**config.mk**
```make
export PLATFORM = sky130hd
export DESIGN_NAME = keypad_scanner_flat
export DESIGN_NICKNAME = d
export VERILOG_FILES = /design/src/rtl/keypad_scanner_pkg.sv /design/src/rtl/keypad_scanner_if.sv /design/src/rtl/keypad_scanner_sync_edge.sv /design/src/rtl/keypad_scanner.sv /design/src/flat_wrapper.sv
export SDC_FILE = /design/constraint.sdc
export NUM_CORES = 1
export LEC_CHECK = 0
export ABC_CLOCK_PERIOD_IN_PS = 2100
export CAP_MARGIN = 20
export CORE_ASPECT_RATIO = 1.25
export CORE_UTILIZATION = 30
export DETAILED_ROUTE_END_ITERATION = 6
export GPL_TIMING_DRIVEN = 0
export PLACE_DENSITY = 0.58
export RECOVER_POWER = 100
export SLEW_MARGIN = 10
export SYNTH_ARGS = -nofsm -noshare
export SYNTH_HDL_FRONTEND = slang
export SYNTH_SLANG_ARGS = --single-unit
```
**constraint.sdc**
```tcl
create_clock -name clk -period 2.1 [get_ports clk]
set_input_delay 0.42 -clock clk [delete_from_list [all_inputs] [get_ports clk]]
set_output_delay 0.42 -clock clk [all_outputs]
set_load 0.005 [all_outputs]
```
**src/rtl/keypad_scanner_pkg.sv**
```systemverilog
// Shared types, sizes and small decode helpers for the 4x4 keypad scanner.
package keypad_pkg;

  localparam int NUM_ROWS = 4;
  localparam int NUM_COLS = 4;
  localparam int KEY_W    = 4;

  typedef enum logic [1:0] {
    SCAN,
    DEBOUNCE,
    HELD
  } state_e;

  // Column index to active-low drive pattern: exactly one bit low.
  function automatic logic [NUM_COLS-1:0] col_drive(input logic [1:0] idx);
    col_drive = ~(4'b0001 << idx);
  endfunction

  // Lowest-index row that reads low; only meaningful when some row is low.
  function automatic logic [1:0] lowest_row(input logic [NUM_ROWS-1:0] rows_n);
    lowest_row = 2'd3;
    for (int r = NUM_ROWS - 1; r >= 0; r--) begin
      if (!rows_n[r]) lowest_row = 2'(r);
    end
  endfunction

endpackage

```
**src/rtl/keypad_scanner_if.sv**
```systemverilog
// Key delivery handshake between the scanner (master) and its consumer (slave).
interface keypad_scanner_if;
  import keypad_pkg::*;

  logic [KEY_W-1:0] key_code;
  logic             key_valid;
  logic             overrun;
  logic             key_ack;

  modport master (output key_code, output key_valid, output overrun, input key_ack);
  modport slave  (input key_code, input key_valid, input overrun, output key_ack);
endinterface

```
**src/rtl/keypad_scanner_sync_edge.sv**
```systemverilog
// Two-flop synchronizer followed by a registered rising-edge detector.
module sync_edge (
  input  logic clk,
  input  logic rst_n,
  input  logic d_i,
  output logic pulse_o
);

  logic meta_q, sync_q, prev_q, pulse_q;

  // NOTE: every flop here uses <= so all stages shift together on one edge;
  // blocking assignments would collapse the chain into a single stage.
  always_ff @(posedge clk or negedge rst_n) begin
    if (!rst_n) begin
      meta_q  <= 1'b0;
      sync_q  <= 1'b0;
      prev_q  <= 1'b0;
      pulse_q <= 1'b0;
    end else begin
      meta_q  <= d_i;
      sync_q  <= meta_q;
      prev_q  <= sync_q;
      pulse_q <= sync_q & ~prev_q;
    end
  end

  assign pulse_o = pulse_q;

endmodule

```
**src/rtl/keypad_scanner.sv**
```systemverilog
// 4x4 keypad scanner: tick-paced column scan, press/release debounce, one key per press.
module keypad_scanner
  import keypad_pkg::*;
#(
  parameter int DEBOUNCE_TICKS = 4
) (
  input  logic                clk,
  input  logic                rst_n,
  input  logic                scan_tick_i,
  input  logic [NUM_ROWS-1:0] rows_i,
  output logic [NUM_COLS-1:0] cols_o,
  keypad_scanner_if.master    key_if
);

  localparam logic [3:0] DB_LIMIT = 4'(DEBOUNCE_TICKS);

  logic                tick;
  logic [NUM_ROWS-1:0] rows_meta_q, rows_s_q;

  state_e              state_q;
  logic [1:0]          col_q, row_q;
  logic [3:0]          cnt_q;
  logic [NUM_COLS-1:0] cols_q;
  logic [KEY_W-1:0]    code_q;
  logic                valid_q, overrun_q;

  sync_edge u_tick_sync (
    .clk     (clk),
    .rst_n   (rst_n),
    .d_i     (scan_tick_i),
    .pulse_o (tick)
  );

  // NOTE: synchronizer resets to all-ones so no row looks pressed coming out of reset.
  always_ff @(posedge clk or negedge rst_n) begin
    if (!rst_n) begin
      rows_meta_q <= '1;
      rows_s_q    <= '1;
    end else begin
      rows_meta_q <= rows_i;
      rows_s_q    <= rows_meta_q;
    end
  end

  logic       any_pressed, row_pressed, cnt_done, accept;
  logic [1:0] low_row, accept_row, col_next;
  logic [3:0] cnt_inc;

  assign any_pressed = ~&rows_s_q;
  assign low_row     = lowest_row(rows_s_q);
  assign row_pressed = ~rows_s_q[row_q];
  assign cnt_inc     = cnt_q + 4'd1;
  assign cnt_done    = (cnt_inc == DB_LIMIT);
  assign col_next    = col_q + 2'd1;
  assign accept_row  = (state_q == SCAN) ? low_row : row_q;
  assign accept      = tick && (((state_q == SCAN) && any_pressed && (DB_LIMIT == 4'd1)) ||
                                ((state_q == DEBOUNCE) && row_pressed && cnt_done));

  always_ff @(posedge clk or negedge rst_n) begin
    if (!rst_n) begin
      state_q <= SCAN;
      col_q   <= 2'd0;
      row_q   <= 2'd0;
      cnt_q   <= 4'd0;
      cols_q  <= col_drive(2'd0);
    end else if (tick) begin
      unique case (state_q)
        SCAN: begin
          if (any_pressed) begin
            row_q   <= low_row;
            cnt_q   <= (DB_LIMIT == 4'd1) ? 4'd0 : 4'd1;
            state_q <= (DB_LIMIT == 4'd1) ? HELD : DEBOUNCE;
          end else begin
            col_q  <= col_next;
            cols_q <= col_drive(col_next);
          end
        end
        DEBOUNCE: begin
          if (!row_pressed) begin
            cnt_q   <= 4'd0;
            state_q <= SCAN;
          end else if (cnt_done) begin
            cnt_q   <= 4'd0;
            state_q <= HELD;
          end else begin
            cnt_q <= cnt_inc;
          end
        end
        HELD: begin
          // HELD counts release ticks; any bounce back to pressed restarts the count.
          if (row_pressed) begin
            cnt_q <= 4'd0;
          end else if (cnt_done) begin
            cnt_q   <= 4'd0;
            state_q <= SCAN;
            col_q   <= col_next;
            cols_q  <= col_drive(col_next);
          end else begin
            cnt_q <= cnt_inc;
          end
        end
        default: state_q <= SCAN;
      endcase
    end
  end

  // Ack clears first; a same-cycle accept overrides it and keeps the key valid.
  always_ff @(posedge clk or negedge rst_n) begin
    if (!rst_n) begin
      code_q    <= '0;
      valid_q   <= 1'b0;
      overrun_q <= 1'b0;
    end else begin
      overrun_q <= 1'b0;
      if (valid_q && key_if.key_ack) valid_q <= 1'b0;
      if (accept) begin
        code_q    <= {accept_row, col_q};
        valid_q   <= 1'b1;
        overrun_q <= valid_q && !key_if.key_ack;
      end
    end
  end

  assign cols_o           = cols_q;
  assign key_if.key_code  = code_q;
  assign key_if.key_valid = valid_q;
  assign key_if.overrun   = overrun_q;

endmodule

```
**src/flat_wrapper.sv**
```systemverilog
// flat-port wrapper written by rule: the top's interface ports become plain ports
module keypad_scanner_flat import keypad_pkg::*;
#(
  parameter int DEBOUNCE_TICKS = 4
)
  (clk, rst_n, scan_tick_i, rows_i, cols_o, key_if_key_code, key_if_key_valid, key_if_overrun, key_if_key_ack);
  keypad_scanner_if key_if_i ();
  input  logic clk;
  input  logic rst_n;
  input  logic scan_tick_i;
  input  logic [NUM_ROWS-1:0] rows_i;
  output logic [NUM_COLS-1:0] cols_o;
  output wire logic [$bits(key_if_i.key_code)-1:0] key_if_key_code;
  output wire logic [$bits(key_if_i.key_valid)-1:0] key_if_key_valid;
  output wire logic [$bits(key_if_i.overrun)-1:0] key_if_overrun;
  input wire logic [$bits(key_if_i.key_ack)-1:0] key_if_key_ack;
  assign key_if_key_code = key_if_i.key_code;
  assign key_if_key_valid = key_if_i.key_valid;
  assign key_if_overrun = key_if_i.overrun;
  assign key_if_i.key_ack = key_if_key_ack;
  keypad_scanner #(.DEBOUNCE_TICKS(DEBOUNCE_TICKS)) u_core (.clk(clk), .rst_n(rst_n), .scan_tick_i(scan_tick_i), .rows_i(rows_i), .cols_o(cols_o), .key_if(key_if_i));
endmodule
```
* After elaboration in Yosys (flattened, before gate mapping)
Cells that the tools add are included.
Operators by class: add/subtract/negate cells 2, $lt $le $gt $ge 1, equality and inequality tests 8, shift-type cells 1, muxes and demuxes 28, bitwise logic cells 5, reduce and logical (&&, ||, !) cells 15
Operator list (number):
- $mux W4 | 7
- $mux W2 | 11
- $pmux W4 S3 | 1
- $reduce_and A5 Y1 | 2
- $pmux W4 S2 | 1
- $ne A2 B1 Y1 const B | 3
- $pmux W2 S3 | 1
- $reduce_and A3 Y1 | 2
- $logic_and A1 B1 Y1 | 5
- $mux W1 | 5
- $add A4 B1 Y4 const B | 1
- $eq A4 B3 Y1 const B | 1
- $not A4 Y4 | 1
- $pmux W2 S2 | 1
- $reduce_and A4 Y1 | 1
- $reduce_bool A2 Y1 | 2
- $shl A1 B2 Y4 const A | 1
- $lt A2 B3 Y1 const B | 1
- $ne A3 B1 Y1 const B | 1
- $not A1 Y1 | 3
- $reduce_bool A3 Y1 | 1
- $add A2 B1 Y2 const B | 1
- $bmux W1 S2 | 1
- $eq A2 B1 Y1 const B | 1
- other kinds (5) | 5
Word-level totals: register bits 32, output and inout port bits 10, word-level logic and storage cells 74

* Depth between registers and ports, before layout
Gate-level depths: netlist of the first run.
depth in word-level cells 7, depth in mapped cells 8, gate-level depth less buffers 7

* By module
Synthesis of the first run repeated with hierarchy kept, for this count alone.
Second synthesis, totals: cell total of the unflattened synthesis 121, area, all modules 1527.7 µm²
By module, submodules not included:
- keypad_scanner | instances 1, cells each 116, area an instance 1413.9 µm², seq. area each 714.4 µm²
- sync_edge | instances 1, cells each 5, area an instance 113.9 µm², seq. area each 100.1 µm²

* Least setup slack after synthesis of the first run
OpenSTA, ideal clock, no wires.
path kind flip-flop to flip-flop, start point reg u_core.cnt_q[0], end point reg u_core.col_q[1], arrival 1900 ps, data required time 1975 ps, slack 75 ps, cell stages (with the launch flop) 7, path buffers 0, period minus slack after synthesis 2025 ps, path through dfrtp_1 ha_1 and4bb_2 a31oi_1 o21ai_0 nand3_2 mux2_2
On the way: cells in the longest elaborated chain, start to end 4
RTL lines:
- start: declaration | line keypad_scanner.sv:22 | logic [3:0] cnt_q;
- start signal: assignment | line keypad_scanner.sv:71 | cnt_q <= (DB_LIMIT == 4'd1) ? 4'd0 : 4'd1;
- start signal: assignment | line keypad_scanner.sv:86 | cnt_q <= cnt_inc;
- start signal: assignment | line keypad_scanner.sv:99 | cnt_q <= cnt_inc;
- $add A4 B1 Y4 | line keypad_scanner.sv:52 | assign cnt_inc = cnt_q + 4'd1;
- $eq A4 B3 Y1 | line keypad_scanner.sv:53 | assign cnt_done = (cnt_inc == DB_LIMIT);
- $ne A2 B1 Y1 (no line)
- $reduce_and A5 Y1 (no line)
- end signal: assignment | line keypad_scanner.sv:74 | col_q <= col_next;
- end signal: assignment | line keypad_scanner.sv:96 | col_q <= col_next;
- end: declaration | line keypad_scanner.sv:21 | logic [1:0] col_q, row_q;
Every way passes these cells. A chain may end at the register's enable or synchronous reset.

* Worst setup path after layout of the first run
start point reg u_core.cnt_q[0], end point reg u_core.code_q[3], in the netlist u_core.key_if.key_code[3]
On the way: cells in the longest elaborated chain, start to end 4
RTL lines:
- $add A4 B1 Y4 | line keypad_scanner.sv:52
- $eq A4 B3 Y1 | line keypad_scanner.sv:53
- $logic_and A1 B1 Y1 | line keypad_scanner.sv:57 | ((state_q == DEBOUNCE) && row_pressed && cnt_done));
- $logic_and A1 B1 Y1 | line keypad_scanner.sv:56 | assign accept = tick && (((state_q == SCAN) && any_pressed && (DB_LIMIT == 4'd1)) ||
- end signal: assignment | line keypad_scanner.sv:117 | code_q <= {accept_row, col_q};
- end: declaration | line keypad_scanner.sv:24 | logic [KEY_W-1:0] code_q;
Every way passes these cells.

==> summary.md, run 1 <==
| Metric | Value |
|---|---|
| Status | finished, violations left |
| Failing checks | max-capacitance violations, max-slew violations |
| Skew-Pair Late Insertion Delay | 0.28 ns |
| Switching Fraction | 31.02% |
| Leakage power total | 0.0008875 uW |
| Final Skew | 0.006384 ns |
| Number of antenna-violating nets in the routed design | 0 |
| Grt total ovfl | 0 |
| Worst r2r src | u_core.cnt_q[0]$_DFFE_PN0P_ |
| Crit-path slowest cell | dfrtp_2 |
| Synth Register Bits | 32 |
| Synthesized area | 1496 um^2 |
| Worst Hold Class | reg2reg |
| Final Hold Viols | 0 |
| # rows | 28 |
| R2R Path End | u_core.key_if.key_code[3]$_DFFE_PN0P_ |
| Synth cell types | 41 |
| Seq pwr share | 43.0% |
| Top_reg_cell synth | dfrtp_1 |
| DRT Wirelength | 2640 um |
| Syn_area_per_cell | 12.07 um^2 |
| TritonCTS clock tree | built |
| Clock Sinks | 32 |
| Crit-path cells | ha_1, and3b_1, a31oi_4, or3b_4, buf_6, mux2_4 |
| Worst path arrival time | 2.20 ns |
| Multi-input gate area | 663.1 um^2 |
| Design Power | 1983 uW |
| Switch Pwr | 615.3 uW |
| Multiplexer share of the synthesized area | 8.278% |
| IO buf count | 17 |
| Worst Setup End Kind | flop |
| RSZ-0062 raised after global routing | no |
| Finished Cell Area | 1931 um^2 |
| EDFF count, synth | 0 |
| IO Count | 18 |
| Max Cap Viol | 1 |
| Met1 Use GR | 12.69% |
| Htree depth | 2 |
| P_int | 1368 uW |
| Hold worst-path end | u_core.u_tick_sync.sync_q$_DFF_PN0_ |
| Filler cells | 488 |
| Final HPWL from detailed placement | 1752 um |
| GRT busiest layer | met2 |
| Crit path kind | reg2reg |
| Final period util | 96.88% |
| Drt first pass iters | 4 |
| N_diodes | 0 |
| Chip Width | 65.17 um |
| Initial antenna violation count | 0 |
| Clk pwr share | 26.9% |
| Worst VDD drop | 549.4 uV |
| P&R area growth vs syn | 29.01% |
| Pwr/cell area | 1027 nW/um^2 |
| Via density | 4.781 |
| Std-Cell Core Area | 4765 um^2 |
| Simple-Gate Fraction of Synth Area | 11.96% |
| Clk buf depth | 2 |
| Avg WL per Cell | 12.28 um |
| Largest family of logic cells by synthesized area | simple AND/OR/NAND/NOR gates |
| Mapped Cells | 124 |
| Post-Syn Nets | 142 |
| First-pass GRT wire length | 4512 um |
| Compound-cell area share of the yosys netlist | 11.79% |
| Final min period | 2.034 ns |
| Largest net degree at the start of global routing | 33 |
| Post-synth top cells | 21 x dfrtp_1, 14 x nand2_1, 12 x inv_1 |
| # nets final | 172 |
| Synth warn | 0 |
| CTS Root Cell | clkbuf_8 |
| Initial Util | 31.41% |
| Fmax | 491.5 MHz |
| Total track usage | 11.08% |
| Vias in the first global route | 1060 |
| Hold path start | u_core.u_tick_sync.meta_q$_DFF_PN0_ |
| Post-DP Area | 1737 um^2 |
| Adder-cell share of the synthesized area | 8.361% |
| Worst-path clk slew | 0.07 ns |
| Least-Margin Pin Slew | 1.653 ns |
| Met2 GRT Util | 19.28% |
| Async S/R FF share, synth | 100.0% |
| R2R Setup Slk | 0.07 ns |
| Relative slew slack | -10.18% |
| Sequential area share after synthesis | 54.43% |
| Met3 Use GR | 3.090% |
| Gate power share | 30.1% |
| Share of the synthesized area in the top cell type | 35.12% |
| WHS Path Cells | 0 |
| Xor and xnor area share after synthesis | 1.171% |
| Die area | 5276 um^2 |
| Slew Limit Fails | 33 |
| DRT iter0 DRCs | 7 |
| Drc violations | 0 |
| CP Data Required Time | 2.26 ns |
| Die Y | 80.97 um |
| Register area | 815.8 um^2 |
| Final setup viols | 0 |
| Final Core Density | 40.52% |
| Layout cells sized above 1 | 29.03% |
| Cell taking the most area after synthesis | dfrtp_1 |
| Total CTS buffers | 5 |
| Worst reg-to-reg path cell count | 6 |
| Final Wtd Congestion | 0.7765 |
| Vias | 1028 |
| Ranking of synthesized cells by area | dfrtp_1 35%, dfstp_2 19%, ha_1 8.4% |
| Hold_ws | 0.3518 ns |
| Critical path startpoint category | flop |
| Slowest stage delay, CP | 0.44 ns |
| Most frequent cell after synthesis | dfrtp_1 |
| Worst Path Max Fanout | 9 |
-- through the flow --
| stage | cells | setup TNS [ns] | setup slack [ns] |
|---|---|---|---|
| 2_1_floorplan | 124 | 0 | 0.07549 |
| 3_3_place_gp | 201 | -0.4155 | -0.2411 |
| 3_5_place_dp | 201 | -0.4748 | -0.2457 |
| 4_1_cts | 212 | 0 | 0.02418 |
| 5_1_grt | 215 | 0 | 0.002434 |
| 6_report | 215 | 0 | 0.06552 |
-- per-layer routing --
layer  wire length (um)  part of all wire [%]
met1               1129                    43
met2               1394                    53
met3                 83                   3.1
met4                 33                   1.3
met5                  0                     0
-- cell usage in the layout (no fill, tap or decap), types with 3 or more instances in the layout --
| master | Yosys | layout |
|---|---|---|
| dfstp_2 | 11 | 11 |
| buf_4 | 0 | 6 |
| inv_1 | 12 | 11 |
| nand3_1 | 3 | 3 |
| ha_1 | 10 | 8 |
| dfrtp_1 | 21 | 20 |
| mux2i_1 | 6 | 6 |
| nand2_1 | 14 | 14 |
| clkbuf_8 | 0 | 5 |
| dlygate4sd3_1 | 0 | 15 |
| o21ai_0 | 9 | 8 |
| mux2_2 | 3 | 3 |
-- sequential cells by signal, indices dropped and copies added, names as in the netlist, 2 cells and up --
name,count
u_core.cnt_q,4
u_core.col_q,2
u_core.cols_o,4
u_core.key_if.key_code,4
u_core.row_q,2
u_core.rows_meta_q,4
u_core.rows_s_q,4
u_core.state_q,2
-- power groups by stage --
stage          Clock (uW)  Sequential [uW]  Combinational (uW)
6_report              533              853                 597
5_1_grt               575              871                 674
4_1_cts               555              858                 544
3_5_place_dp            0              869                 515
3_3_place_gp            0              861                 504
2_1_floorplan           0              849                 348
-- how the worst max path moves through the flow --
stage                                       start                               endpoint  slack, ns  cells after the start
floorplan             u_core.cnt_q[0]$_DFFE_PN0P_            u_core.col_q[1]$_DFFE_PN0P_       0.08                      6
global placement      u_core.cnt_q[0]$_DFFE_PN0P_            u_core.col_q[1]$_DFFE_PN0P_      -0.24                      6
detailed placement    u_core.cnt_q[0]$_DFFE_PN0P_            u_core.col_q[1]$_DFFE_PN0P_      -0.25                      6
CTS                 u_core.state_q[1]$_DFFE_PN0P_  u_core.key_if.key_code[3]$_DFFE_PN0P_       0.02                      7
global route          u_core.cnt_q[0]$_DFFE_PN0P_            u_core.col_q[1]$_DFFE_PN0P_      0.002                      7
finish                u_core.cnt_q[0]$_DFFE_PN0P_  u_core.key_if.key_code[3]$_DFFE_PN0P_       0.07                      6
-- cells by family after synthesis --
logic type                 after synthesis
DFF                                     32
AOI/OAI and AO/OA                       23
adders and majority gates               10
buffers and inverters                   14
xor gates and xnor gates                 2
and+or+nand+nor                         32
muxes                                   11
-- what timing repair did --
| item | 4_1_cts | 5_1_grt |
|---|---|---|
| hold buffers | 0 | 0 |
| pin swaps | 2 | 0 |
| setup endpoints to repair | 7 | 12 |
| gates resized for setup | 2 | 9 |
| setup buffers | 3 | 4 |
-- worst max-delay path, delay by kind of cell, from the launching register on --
family          cells  cell delay, ns
flops               1            0.44
fa+ha+maj           1            0.25
simple gates        2            0.65
mux                 1            0.29
buf+inv             1            0.14
compound gates      1            0.14
-- final cells by class --
type	count	share of cell area, %
repair buffers	24	11.08
flip-flops and latches	32	42.26
clock inverters	2	0.6481
multi-input cells	78	34.35
well taps	60	3.889
clock buffers	6	4.861
inverters	12	2.333
plain buffers	1	0.5833
Power figures use the tool's default switching activity.
==> run 2: changes to the inputs <==
CORE_MARGIN = 4   (was default)
TNS_END_PERCENT = 50   (was default)
==> run 2 against run 1 <==
The run still ends with max-capacitance violations, max-slew violations left. Combinational power shrank 8.5%. Critical path depth grew 1. Largest cell class unchanged. Clock skew grew 0.0024 ns. Design area shrank 2.2%. Sequential power grew 0.8%. Hold slack lost 0.0082 ns. Power shrank 3.1%. Routed wire length shrank 2.9%. Die area grew 17%. Sequential share of layout area grew 0.95 points. Clock power shrank 3%.
==> summary.md, run 2 (synthesis gave the netlist of run 1 again) <==
| Metric | Value |
|---|---|
| IO buf count | 17 (unchanged) |
| Slew Limit Fails | 33 (unchanged) |
| Grt total ovfl | 0 (unchanged) |
| Via density | 4.559 (-4.7%) |
| P_int | 1336 uW (-2.4%) |
| Switching Fraction | 30.49% (-0.54 points) |
| Pwr/cell area | 1018 nW/um^2 (-0.93%) |
| Final Core Density | 39.34% (-1.2 points) |
| Seq pwr share | 44.8% (+1.8 points) |
| Status | finished, violations left |
| CP startpoint | u_core.state_q[1]$_DFFE_PN0P_ |
| Total track usage | 9.471% (-1.6 points) |
| Crit path kind | reg2reg |
| Hold-fix buffers, CTS | 0 (unchanged) |
| Worst Setup End Kind | flop |
| # rows | 28 (unchanged) |
| Crit path max-delay family | simple AND/OR/NAND/NOR gates |
| P&R area growth vs syn | 26.17% |
| Worst path bufs/invs | 2 (+1) |
| Slowest stage delay, CP | 0.40 ns (-0.04 ns) |
| Number of antenna-violating nets in the routed design | 0 (unchanged) |
| Largest net degree at the start of global routing | 33 (unchanged) |
| Least-Margin Pin Slew | 1.691 ns (+0.03841 ns) |
| Relative slew slack | -12.74% (-2.6 points) |
| TritonCTS clock tree | built |
| Multi-input gate area | 639.4 um^2 (-3.6%) |
| Setup TNS | 0 ns (unchanged) |
| Final min period | 2.058 ns (+0.02365 ns) |
| Skew-Pair Late Insertion Delay | 0.28 ns (about the same) |
| Chip Width | 71.17 um (+9.2%) |
| IO Count | 18 (unchanged) |
| Total CTS buffers | 5 (unchanged) |
| Final HPWL from detailed placement | 1777 um (+1.4%) |
| Std-Cell Core Area | 4800 um^2 (+0.74%) |
| Final Wtd Congestion | 0.7971 (+2.7%) |
| First-pass GRT wire length | 4519 um (+0.16%) |
| Clk pwr share | 26.8% (about the same) |
| Register area | 815.8 um^2 (unchanged) |
| Filler cells | 459 (-5.9%) |
| Max Cap Viol | 1 (unchanged) |
| CP Data Required Time | 2.27 ns (about the same) |
| Drt first pass iters | 4 (unchanged) |
| Final setup viols | 0 (unchanged) |
| Clock Sinks | 32 (unchanged) |
| Worst-path clk slew | 0.07 ns (about the same) |
| Critical path startpoint category | flop |
| Switch Pwr | 585.8 uW (-4.8%) |
| RSZ-0062 raised after global routing | yes |
| Worst Path Max Fanout | 9 (unchanged) |
| Hold path start | u_core.rows_meta_q[1]$_DFF_PN1_ |
| DRT Wirelength | 2564 um (-2.9%) |
| Worst Hold Class | reg2reg |
| Die Y | 86.97 um (+7.4%) |
| Die area | 6189 um^2 (+17%) |
| Htree depth | 2 (unchanged) |
| Layout cells sized above 1 | 26.14% (-2.9 points) |
| Crit-path cells | inv_2, ha_2, or2b_2, o22ai_4, or3b_1, buf_6, mux2_4 |
| Failing checks | max-capacitance violations, max-slew violations |
| Worst r2r src | u_core.state_q[1]$_DFFE_PN0P_ |
| Worst path arrival time | 2.23 ns (+0.03 ns) |
| Commonest non-fill, non-tap cell in the layout | dfrtp_1 |
| CTS Root Cell | clkbuf_8 |
| Drc violations | 0 (unchanged) |
| Worst VDD drop | 646.7 uV (+18%) |
| Initial antenna violation count | 0 (unchanged) |
| Design Power | 1922 uW (-3.1%) |
| # nets final | 170 (-1.2%) |
| Initial Util | 31.18% (-0.23 points) |
| Fmax | 485.9 MHz (-1.1%) |
| Final Skew | 0.008764 ns (+0.002380 ns) |
| Final Hold Viols | 0 (unchanged) |
| Vias in the first global route | 1010 (-4.7%) |
| Clk buf depth | 2 (unchanged) |
| N_diodes | 0 (unchanged) |
| Vias | 971 (-5.5%) |
| Leakage power total | 0.0008736 uW (-1.6%) |
| DRT iter0 DRCs | 59 (+52) |
| Gate power share | 28.4% (-1.7 points) |
| Final period util | 98.01% (+1.1 points) |
| Avg WL per Cell | 12.04 um (-2.0%) |
| Crit-path slowest cell | dfrtp_1 |
| Most frequent cells in the layout | 20 x dfrtp_1, 15 x dlygate4sd3_1, 14 x nand2_1, 11 x inv_1, 11 x dfstp_2 |
[run 2: metal layers]
| layer | global-route usage (%) | vias to the layer above | share of wire [%] | wire length [um] |
|---|---|---|---|---|
| met2 | 15.72 | 16 | 50 | 1280 |
| li1 | - | 485 | - | - |
| met1 | 10.69 | 464 | 44 | 1133 |
| met3 | 3.118 | 6 | 3.4 | 87 |
| met4 | 5.128 | 0 | 2.5 | 63 |
| met5 | 0 | - | 0 | 0 |
[run 2: timing repair]
action	in CTS	in global routing
setup buffers	2	3
pin swaps	1	1
endpoints found under the setup margin	7	10
resized for setup	2	4
[run 2: final cells by class]
class | instances | share of cell area [%]
plain buffers | 1 | 0.5964
clock buffers | 8 | 5.302
inverters | 12 | 2.386
multi-input cells | 78 | 33.86
flip-flops and latches | 32 | 43.21
well taps | 60 | 3.976
repair buffers | 22 | 10.67
[run 2: final timing paths]
| path | slack (ns) | cells after the start | end |
|---|---|---|---|
| min | 0.34 | 0 | u_core.rows_s_q[1]$_DFF_PN1_ |
| max in group asynchronous | 0.43 | 1 | u_core.cnt_q[0]$_DFFE_PN0P_ |
| max | 0.04 | 7 | u_core.key_if.key_code[3]$_DFFE_PN0P_ |
| max reg2reg | 0.04 | 7 | u_core.key_if.key_code[3]$_DFFE_PN0P_ |
| min reg2reg | 0.34 | 0 | u_core.rows_s_q[1]$_DFF_PN1_ |
| min in group asynchronous | 0.57 | 1 | u_core.state_q[0]$_DFFE_PN0P_ |
[run 2: metrics by stage]
step	setup slack [ns]	cell area [um^2]	std cells	hold slack (ns)
6_report	0.04187	1888	213	0.3436
5_1_grt	-0.04371	1888	213	0.3561
4_1_cts	-0.0008489	1867	211	0.2037
2_1_floorplan	0.07549	1496	124	0.1244
3_5_place_dp	-0.2562	1737	201	0.3464
3_3_place_gp	-0.2379	1742	201	0.3388
[run 2: power groups by stage]
stage | Sequential [uW] | Clock, uW | Combinational, uW
2_1_floorplan | 849 | 0 | 348
5_1_grt | 882 | 564 | 624
4_1_cts | 861 | 536 | 526
6_report | 860 | 515 | 546
3_3_place_gp | 860 | 0 | 506
3_5_place_dp | 870 | 0 | 513
[run 2: worst register-to-register path: cells and delay by family, from the launching register on]
family          cells  cell delay [ns]
compound gates      1             0.16
fa+ha+maj           1             0.17
buf+inv             2             0.23
mux                 1             0.29
simple gates        2             0.70
flops               1             0.40
==> run 3: changes to the inputs <==
CORE_ASPECT_RATIO = default   (was 1.25)
PLACE_DENSITY = 0.57   (was 0.58)
==> run 3 against run 2 <==
The run still ends with max-capacitance violations, max-slew violations left. Final cell count rose by 4.2%. Hold slack gained 0.012 ns. Count of clock-buffer cells in the layout down 1. First-iteration DRC count fell by 44%. Core utilization rose by 1.5 points. Critical path depth decreased by 1. Sequential power is 0.9% higher. Sequential share of layout area shrank 1.5 points. Clock skew is 0.0033 ns lower. Highest routed layer unchanged.
==> summary.md, run 3 (synthesis gave the netlist of run 1 again) <==
| Metric | Value |
|---|---|
| Status | finished, violations left |
| Failing checks | max-capacitance violations, max-slew violations |
| P&R area growth vs syn | 30.60% |
| Htree depth | 2 (unchanged) |
| DRT iter0 DRCs | 33 (-44%) |
| DRT Wirelength | 2696 um (+5.1%) |
| Drc violations | 0 (unchanged) |
| Vias | 966 (-0.51%) |
| Worst Setup End Kind | flop |
| Design Power | 2064 uW (+7.4%) |
| Largest net degree at the start of global routing | 33 (unchanged) |
| Worst Path Max Fanout | 9 (unchanged) |
| Final min period | 2.023 ns (-0.03467 ns) |
| Final setup viols | 0 (unchanged) |
| IO buf count | 17 (unchanged) |
| Avg WL per Cell | 12.14 um (+0.89%) |
| Total track usage | 9.376% (-0.095 points) |
| Pwr/cell area | 1056 nW/um^2 (+3.8%) |
| Number of antenna-violating nets in the routed design | 0 (unchanged) |
| TritonCTS clock tree | built |
| Least-Margin Pin Slew | 1.649 ns (-0.04172 ns) |
| Slew Limit Fails | 33 (unchanged) |
| Worst Hold Class | reg2reg |
| Via density | 4.351 (-4.5%) |
| Setup WS pre-CTS | -0.2817 ns (-0.02551 ns) |
| First-pass GRT wire length | 4491 um (-0.62%) |
| Crit-path cells | ha_1, and3b_2, a31oi_4, or3b_1, buf_6, mux2_4 |
| Commonest non-fill, non-tap cell in the layout | dfrtp_1 |
| Chip Width | 78.63 um (+10%) |
| Crit-path slowest cell | dfrtp_2 |
| Vias in the first global route | 976 (-3.4%) |
| Final Skew | 0.005435 ns (-0.003330 ns) |
| Grt total ovfl | 0 (unchanged) |
| Fmax | 494.2 MHz (+1.7%) |
| Slowest stage delay, CP | 0.46 ns (+0.06 ns) |
| Clock Sinks | 32 (unchanged) |
| Clk buf depth | 2 (unchanged) |
| Drt first pass iters | 4 (unchanged) |
| Relative slew slack | -9.960% (+2.8 points) |
| Crit path kind | reg2reg |
| Hold-fix buffers, CTS | 0 (unchanged) |
| Die area | 6182 um^2 (-0.12%) |
| Initial antenna violation count | 0 (unchanged) |
| Worst setup slack after layout | 0.07654 ns (+0.03467 ns) |
| Initial Util | 31.27% (+0.090 points) |
| Critical path startpoint category | flop |
| # rows | 25 (-11%) |
| Layout cells sized above 1 | 29.03% (+2.9 points) |
| Final Core Density | 40.84% (+1.5 points) |
| Leakage power total | 0.0008955 uW (+2.5%) |
| Worst-path clk slew | 0.07 ns (about the same) |
| Die Y | 78.63 um (-9.6%) |
| Most frequent cells in the layout | 20 x dfrtp_1, 15 x dlygate4sd3_1, 14 x nand2_1, 11 x inv_1, 11 x dfstp_2 |
| Worst VDD drop | 429.1 uV (-34%) |
| Skew-Pair Late Insertion Delay | 0.28 ns (about the same) |
| Std-Cell Core Area | 4786 um^2 (-0.29%) |
| N_diodes | 0 (unchanged) |
| # nets final | 172 (+1.2%) |
| Final period util | 96.36% (-1.7 points) |
| Max Cap Viol | 1 (unchanged) |
| Worst path arrival time | 2.19 ns (-0.04 ns) |
| Final Wtd Congestion | 0.7784 (-2.3%) |
| Final Hold Viols | 0 (unchanged) |
| Total CTS buffers | 5 (unchanged) |
| CTS Root Cell | clkbuf_8 |
| IO Count | 18 (unchanged) |
| CP Data Required Time | 2.27 ns (about the same) |
| Final HPWL from detailed placement | 1836 um (+3.3%) |
| Setup TNS | 0 ns (unchanged) |
==> run 3: cell types whose count changed in the layout (fill, tap and decap cells not counted), sizes merged <==
cell / delta
bufinv: +1
buf: +2
clkbuf: -1
==> run 3: metal layers <==
metal	global-route usage (%)	vias to the layer above	wire length [um]
li1	-	490	-
met3	2.982	2	88
met4	3.671	0	21
met1	11.26	458	1259
met5	0	-	0
met2	15.53	16	1326
==> run 3: power by group <==
part	switching, uW	internal [uW]	total [uW]
logic	261	296	557
registers	118	750	868
clock network	221	418	640
total	600	1460	2060
==> run 3: path summary, 6_finish.rpt <==
path,startpoint,endpoint,slack (ns),cells after the start
max,u_core.cnt_q[0]$_DFFE_PN0P_,u_core.key_if.key_code[3]$_DFFE_PN0P_,0.08,6
min,u_core.rows_meta_q[1]$_DFF_PN1_,u_core.rows_s_q[1]$_DFF_PN1_,0.36,0
max reg2reg,u_core.cnt_q[0]$_DFFE_PN0P_,u_core.key_if.key_code[3]$_DFFE_PN0P_,0.08,6
min reg2reg,u_core.rows_meta_q[1]$_DFF_PN1_,u_core.rows_s_q[1]$_DFF_PN1_,0.36,0
max in group asynchronous,rst_n,u_core.cnt_q[0]$_DFFE_PN0P_,0.47,1
min in group asynchronous,rst_n,u_core.cols_o[0]$_DFFE_PN0P_,0.56,1
==> run 3: metrics by stage <==
step | area [um^2] | hold WS [ns] | instances
final | 1954 | 0.3557 | 222
after CTS | 1887 | 0.2035 | 216
after detailed placement | 1745 | 0.3472 | 208
after floorplan | 1496 | 0.1244 | 124
after global routing | 1954 | 0.3638 | 222
after global placement | 1750 | 0.3398 | 208
==> run 3: worst max-delay path, delay by kind of cell, from the launching register on <==
| family | cells | cell delay [ns] |
|---|---|---|
| buffers and inverters | 1 | 0.15 |
| and+or+nand+nor | 2 | 0.64 |
| DFF | 1 | 0.46 |
| AOI/OAI and AO/OA | 1 | 0.13 |
| muxes | 1 | 0.29 |
| adders and majority gates | 1 | 0.25 |
==> run 3: final cells by class <==
type	count	area, um^2
clock inverters	1	30.03
well taps	67	83.83
plain buffers	1	11.26
inverters	12	45.04
flip-flops and latches	32	815.8
repair buffers	24	216.5
multi-input cells	78	655.6
fillers	452	2831
clock buffers	7	96.34
==> run 3: timing repair <==
item | CTS | global route
endpoints found under the setup margin | 7 | 9
pin swaps | 0 | 2
gates resized for setup | 3 | 7
buffers inserted | 0 | 7
